File: src/rtl/multicycle_control.sv
// Multicycle MIPS control sequencer: Moore strobes per state, memory-state stretching
// on mem_ready with a bounded wait, and a retired-instruction counter.
module multicycle_control #(
   parameter int unsigned WAIT_MAX = 15,
   parameter int unsigned WAIT_W   = 4,
   parameter int unsigned CNT_W    = 32
) (
   input  logic             clk,
   input  logic             rst,
   input  logic [5:0]       opcode,
   input  logic             zero,
   input  logic             mem_ready,
   output logic             PCWrite,
   output logic             PCWriteCond,
   output logic             IorD,
   output logic             MemRead,
   output logic             MemWrite,
   output logic             IRWrite,
   output logic             MemtoReg,
   output logic             RegDst,
   output logic             RegWrite,
   output logic             ALUSrcA,
   output logic [1:0]       ALUSrcB,
   output logic [1:0]       ALUOp,
   output logic [1:0]       PCSource,
   output logic [3:0]       state,
   output logic             instr_done,
   output logic             illegal_op,
   output logic             mem_timeout,
   output logic [CNT_W-1:0] retired
);

   typedef enum logic [3:0] {
      S_FETCH  = 4'd0,
      S_DECODE = 4'd1,
      S_MEMADR = 4'd2,
      S_MEMRD  = 4'd3,
      S_MEMWB  = 4'd4,
      S_MEMWR  = 4'd5,
      S_EXEC   = 4'd6,
      S_RWB    = 4'd7,
      S_BRANCH = 4'd8,
      S_JUMP   = 4'd9,
      S_ADDIEX = 4'd10,
      S_ADDIWB = 4'd11
   } state_t;

   typedef struct packed {
      logic       pc_write;
      logic       pc_write_cond;
      logic       iord;
      logic       mem_read;
      logic       mem_write;
      logic       mem_to_reg;
      logic       reg_dst;
      logic       reg_write;
      logic       alu_src_a;
      logic [1:0] alu_src_b;
      logic [1:0] alu_op;
      logic [1:0] pc_source;
      logic       done;
   } ctrl_t;

   localparam logic [5:0] OP_RTYPE = 6'b000000;
   localparam logic [5:0] OP_LW    = 6'b100011;
   localparam logic [5:0] OP_SW    = 6'b101011;
   localparam logic [5:0] OP_BEQ   = 6'b000100;
   localparam logic [5:0] OP_J     = 6'b000010;
   localparam logic [5:0] OP_ADDI  = 6'b001000;

   // Static per-state strobes; the mem_ready-qualified ones are added on the outputs.
   function automatic ctrl_t decode(input state_t s);
      ctrl_t c;
      c = '0;
      case (s)
         S_FETCH:  begin c.mem_read = 1'b1; c.alu_src_b = 2'b01; end
         S_DECODE: c.alu_src_b = 2'b11;
         S_MEMADR: begin c.alu_src_a = 1'b1; c.alu_src_b = 2'b10; end
         S_MEMRD:  begin c.mem_read = 1'b1; c.iord = 1'b1; end
         S_MEMWB:  begin c.reg_write = 1'b1; c.mem_to_reg = 1'b1; c.done = 1'b1; end
         S_MEMWR:  begin c.mem_write = 1'b1; c.iord = 1'b1; end
         S_EXEC:   begin c.alu_src_a = 1'b1; c.alu_op = 2'b10; end
         S_RWB:    begin c.reg_write = 1'b1; c.reg_dst = 1'b1; c.done = 1'b1; end
         S_BRANCH: begin
            c.alu_src_a = 1'b1; c.alu_op = 2'b01; c.pc_write_cond = 1'b1;
            c.pc_source = 2'b01; c.done = 1'b1;
         end
         S_JUMP:   begin c.pc_write = 1'b1; c.pc_source = 2'b10; c.done = 1'b1; end
         S_ADDIEX: begin c.alu_src_a = 1'b1; c.alu_src_b = 2'b10; end
         S_ADDIWB: begin c.reg_write = 1'b1; c.done = 1'b1; end
         default:  c = '0;
      endcase
      return c;
   endfunction

   state_t             state_q, state_d;
   ctrl_t              ctrl_q;
   logic [WAIT_W-1:0]  wait_q, wait_d;
   logic [CNT_W-1:0]   retired_q;
   logic               wait_last, timeout, legal_op, in_fetch, done_now;
   logic               unused_zero;

   assign unused_zero = zero;
   assign wait_last   = (wait_q == WAIT_W'(WAIT_MAX - 1));
   assign in_fetch    = (state_q == S_FETCH);

   always_comb begin
      state_d  = state_q;
      timeout  = 1'b0;
      legal_op = 1'b1;
      case (state_q)
         S_FETCH: begin
            if (mem_ready)      state_d = S_DECODE;
            else if (wait_last) timeout = 1'b1;
         end
         S_DECODE: begin
            case (opcode)
               OP_RTYPE:      state_d = S_EXEC;
               OP_LW, OP_SW:  state_d = S_MEMADR;
               OP_BEQ:        state_d = S_BRANCH;
               OP_J:          state_d = S_JUMP;
               OP_ADDI:       state_d = S_ADDIEX;
               default: begin
                  state_d  = S_FETCH;
                  legal_op = 1'b0;
               end
            endcase
         end
         S_MEMADR: state_d = (opcode == OP_SW) ? S_MEMWR : S_MEMRD;
         S_MEMRD: begin
            if (mem_ready) state_d = S_MEMWB;
            else if (wait_last) begin
               timeout = 1'b1;
               state_d = S_FETCH;
            end
         end
         S_MEMWR: begin
            if (mem_ready) state_d = S_FETCH;
            else if (wait_last) begin
               timeout = 1'b1;
               state_d = S_FETCH;
            end
         end
         S_EXEC:   state_d = S_RWB;
         S_ADDIEX: state_d = S_ADDIWB;
         default:  state_d = S_FETCH;
      endcase
   end

   // Counter only survives a cycle spent stalled in a memory state; any move or abort clears it.
   always_comb begin
      wait_d = '0;
      if ((state_q == S_FETCH || state_q == S_MEMRD || state_q == S_MEMWR) &&
          !mem_ready && !timeout)
         wait_d = wait_q + 1'b1;
   end

   assign done_now = !rst && (ctrl_q.done || (state_q == S_MEMWR && mem_ready));

   always_ff @(posedge clk) begin
      if (rst) begin
         state_q   <= S_FETCH;
         ctrl_q    <= decode(S_FETCH);
         wait_q    <= '0;
         retired_q <= '0;
      end else begin
         state_q <= state_d;
         ctrl_q  <= decode(state_d);
         wait_q  <= wait_d;
         if (done_now) retired_q <= retired_q + 1'b1;
      end
   end

   assign PCWrite     = !rst && (ctrl_q.pc_write || (in_fetch && mem_ready));
   assign PCWriteCond = !rst && ctrl_q.pc_write_cond;
   assign IorD        = !rst && ctrl_q.iord;
   assign MemRead     = !rst && ctrl_q.mem_read;
   assign MemWrite    = !rst && ctrl_q.mem_write;
   assign IRWrite     = !rst && in_fetch && mem_ready;
   assign MemtoReg    = !rst && ctrl_q.mem_to_reg;
   assign RegDst      = !rst && ctrl_q.reg_dst;
   assign RegWrite    = !rst && ctrl_q.reg_write;
   assign ALUSrcA     = !rst && ctrl_q.alu_src_a;
   assign ALUSrcB     = rst ? 2'b00 : ctrl_q.alu_src_b;
   assign ALUOp       = rst ? 2'b00 : ctrl_q.alu_op;
   assign PCSource    = rst ? 2'b00 : ctrl_q.pc_source;
   assign state       = rst ? 4'd0 : 4'(state_q);
   assign instr_done  = done_now;
   assign illegal_op  = !rst && (state_q == S_DECODE) && !legal_op;
   assign mem_timeout = !rst && timeout;
   assign retired     = rst ? '0 : retired_q;

endmodule

File: config.mk
export PLATFORM = sky130hd
export DESIGN_NAME = multicycle_control
export DESIGN_NICKNAME = d
export VERILOG_FILES = /design/src/rtl/multicycle_control.sv
export SDC_FILE = /design/constraint.sdc
export NUM_CORES = 1
export LEC_CHECK = 0
export CAP_MARGIN = 10
export CORE_UTILIZATION = 40
export CTS_BUF_LIST = sky130_fd_sc_hd__clkbuf_8 sky130_fd_sc_hd__clkbuf_16
export DETAILED_ROUTE_END_ITERATION = 8
export GPL_ROUTABILITY_DRIVEN = 0
export HOLD_SLACK_MARGIN = 0.05
export PLACE_DENSITY = 0.68
export SYNTH_ARGS = -nofsm -noshare
export SYNTH_HDL_FRONTEND = slang
export SYNTH_SLANG_ARGS = --single-unit
File: constraint.sdc
create_clock -name clk -period 2.05 [get_ports clk]
set_input_delay 0.41 -clock clk [delete_from_list [all_inputs] [get_ports clk]]
set_output_delay 0.41 -clock clk [all_outputs]
set_load 0.03 [all_outputs]
==> results by stage <==
Layout:
- In the final layout, the multi-input gates occupy 1800 um^2.
- The number of antenna diodes in the final layout is 0.
- The final cell area excluding filler cells is 4140 um^2.
- The non-filler instance count after layout is between 500 and 600.
- At the end of the flow, the number of nets in the layout was 475.
- The area growth from synthesis to layout is 42.0%.
- The post-route netlist has roughly 23% of its cells at a drive strength greater than 1.
- The final-layout fill cell count is 634.
- The most common cell after layout, fill and taps aside is buf_4.
- The sequential cells in the finished layout cover a total of around 1100 um^2.
- In the layout the commonest cells are 62 x buf_4, 51 x dfxtp_1, 44 x nor2_1.

Floorplan:
- The number of core rows is 30.
- The area of the core is around 6900 um^2.
- The initial utilization of the core area, before any placement, comes to 42.2%.
- The die height is 87.4 um.
- The die is around 87 um wide.
- The die covers 7640 um^2.
- The count of pins on the block boundary is 65.

Clock tree:
- The source-to-sink clock delay at the later pin of the worst-skew pair is 0.30 ns.
- The number of clock buffers inserted by TritonCTS is 5.
- Counting every sink on the clock net gives 53.
- The H-tree generated during clock tree synthesis spans 2 levels.
- The TritonCTS clock tree is built.
- After clock tree synthesis, the flow added hold-fix buffers numbering 0.
- The buffer levels on the longest clock path is 2.
- The cell chosen for the clock root is clkbuf_8.
- Clock-pin slew was measured on the worst setup and hold paths at 0.09 ns.

Place:
- The half-perimeter wire length after detailed placement is 5.42 mm.
- The number of port buffers is 63.
- The total instance count after detailed placement is 550.
- Before CTS, the worst setup slack after placement is -0.311 ns.
- In this run the cell area measured after placement is 3940 um^2.

Logic synthesis:
- Synthesis produced a netlist with a net count of 376.
- The cell count after synthesis is 363.
- The share of synthesized registers carrying an async set or reset is 0%.
- The synthesized area divided by synthesized cell count is 8.04 um^2.
- The most used flip-flop cell after synthesis is dfxtp_1.
- The flop and latch count out of synthesis is 53.
- The number of flops mapped to enable cells by yosys is 0.
- Summing the sequential cell areas from Yosys gives 36.4% of the chip area.
- Synthesis instantiated 55 different standard cells from the library.
- In this run the cell area of the synthesized design comes to 2920 um^2.
- The Yosys step of the flow raised 0 warnings.

Route:
- The initial DRC count is 104.
- The number of antenna-violating nets in the routed design is 0.
- The pre-antenna-repair detailed-routing pass consisted of 4 iterations.
- Summed over all layers, the routed wires come to 7.14 mm.
- Across all layers, the routed design uses 2,918 vias.
- After detailed routing, the number of remaining DRC violations is 0.
- Dividing the detail-routed via count by the number of cells gives 5.22.
- In the final routed layout, each cell accounts on average for between 10 and 15 um.

Power:
- Power spread over the standard cell area amounts to roughly 480 nW/um^2.
- The sequential cell fraction of total power is 52.6%.
- Per report_power, the combinational group accounts for 10.4% of the total.
- The share of total power dissipated in the clock network is 37.0%.
- The reported net switching power is about 0.45 mW.
- The internal power of the cells totals about 1.5 mW.
- The cell leakage power is around 1.6 nW.
- Net switching is a little under a quarter of the power.
- After layout, the design draws a total of 1.98 mW.
- Across the VDD grid, the largest voltage drop is about 0.00041 V.

Worst setup path:
- The arrival time of data at the critical path endpoint is 1.77 ns.
- The number of cell instances on the worst register-to-register path is 8.
- STA classifies the critical path endpoint as a primary output.
- The critical path in this run is classified as flip-flop to primary output.
- At the worst endpoint, the required time is 1.64 ns.
- STA classifies the critical path startpoint as a flip-flop.
- The largest fanout on the critical path is 2.

Global routing:
- Entering global routing, the biggest net connects 38 pins.
- The initial antenna violation count is 0.
- The number of global-route vias before repair is 2,670.
- The sum of overflow across all layers after global routing is 0.
- The first global-routing pass estimated 11.8 mm of wire.
- Global routing used around a fifth of the available tracks across all layers.

STA:
- The actual transition at the worst max-transition pin is 0.494 ns.
- The maximum frequency from static timing analysis is 458 MHz.
- The final hold violation count is 0.
- Across all setup checks in the final design, the least slack found is -0.131 ns.
- Headroom to the max-slew limit came out at between 60% and 70%.
- The share of the cycle needed by the critical path after routing is 106%.
- The clock arrives with 0.00716 ns of skew.
- The smallest clock period supported by the final layout is computed as 2.18 ns.
- The max-slew violation count is 0.
- Setup violations remaining at the end of the flow were counted as 4.
- Setup repair after global routing could not meet its margin everywhere.
- Hold is met by 0.437 ns.

Worst hold path:
- The number of instances on the worst hold path is 1.
- The path class of the tightest hold or removal check is flip-flop to flip-flop.

Status:
- The checks that failed: setup timing.
- The run finished, with violations left.

Run:
- The total of max-cap violations is 0.
state kept, by name, summed over array words and instances (netlist names):
name,flops
ctrl_q,13
retired_q,32
wait_q,4
state_q,4
cell usage after synthesis (4+ instances only):
cell type	n	area, um^2
dfxtp_1	53	1060
nand4_1	11	68.8
and3_1	5	31.3
nor2b_1	44	275
nand3_1	15	75.1
clkbuf_1	14	52.6
xor2_1	6	52.6
or3_1	11	68.8
xnor2_1	10	87.6
o31ai_1	8	60.1
or4_1	8	60.1
a21oi_1	22	110
nand2_1	17	63.8
nor3_1	13	65.1
o21ai_0	10	50.1
mux2_2	4	45.0
buf_2	4	20.0
inv_1	10	37.5
nor2_1	46	173
metal layers:
metal	wire length, um	global-route usage [%]	vias up
li1	-	-	1485
met1	3470	25.5	1365
met5	0	0	-
met2	3300	32.6	62
met3	295	3.13	6
met4	75	5.51	0
critical path: stages, from the launching register on:
cell	delay [ns]
dfxtp_1	0.32
or4b_4	0.56
a311oi_2	0.21
nand2_1	0.12
a21oi_4	0.13
buf_6	0.14
power groups by stage:
stage	clock network (mW)	logic, mW	registers (mW)
final	0.732	0.205	1.04
after global routing	0.794	0.223	1.04
after CTS	0.750	0.204	1.04
after detailed placement	0	0.196	1.06
after global placement	0	0.193	1.06
after floorplan	0	0.103	1.06
cell type report:
cell class	count	share of cell area, %
Multi-Input combinational cell	279	43.4
Inverter	10	0.906
Sequential cell	53	25.7
Clock buffer	6	1.99
Tap cell	96	2.90
Clock inverter	2	0.906
Timing Repair Buffer	113	24.3
cell families after synthesis:
family	Yosys count	synth area share, %
AO/OA/AOI/OAI	61	13.8
XOR/XNOR	16	4.80
AND/OR/NAND/NOR	195	37.5
flip-flops	53	36.4
multiplexers	4	1.54
adder cells (fa/ha/maj)	3	1.29
buffers and inverters	31	4.67
repair_timing:
| item | in CTS | in global routing |
|---|---|---|
| gates resized for setup | 18 | 10 |
| buffers inserted | 1 | 0 |
| pin swaps | 4 | 3 |
| setup endpoints to repair | 10 | 23 |
path summary, 6_finish.rpt:
path / start / end / slack [ns]
worst min register to register: wait_q[0] / wait_q[0] / 0.44
worst max-delay path: state_q[3] / illegal_op / -0.13
worst min-delay path: wait_q[0] / wait_q[0] / 0.44
worst max register to register: state_q[0] / retired_q[27] / 0.08
through the flow:
stage          utilization (%)  setup TNS (ns)
3_3_place_gp              57.0           -4.06
6_report                  60.0          -0.329
5_1_grt                   60.0          -0.871
4_1_cts                   59.5          -0.418
3_5_place_dp              57.0           -4.87
2_1_floorplan                -               0
No activity file was read; power rests on OpenSTA's default activity.
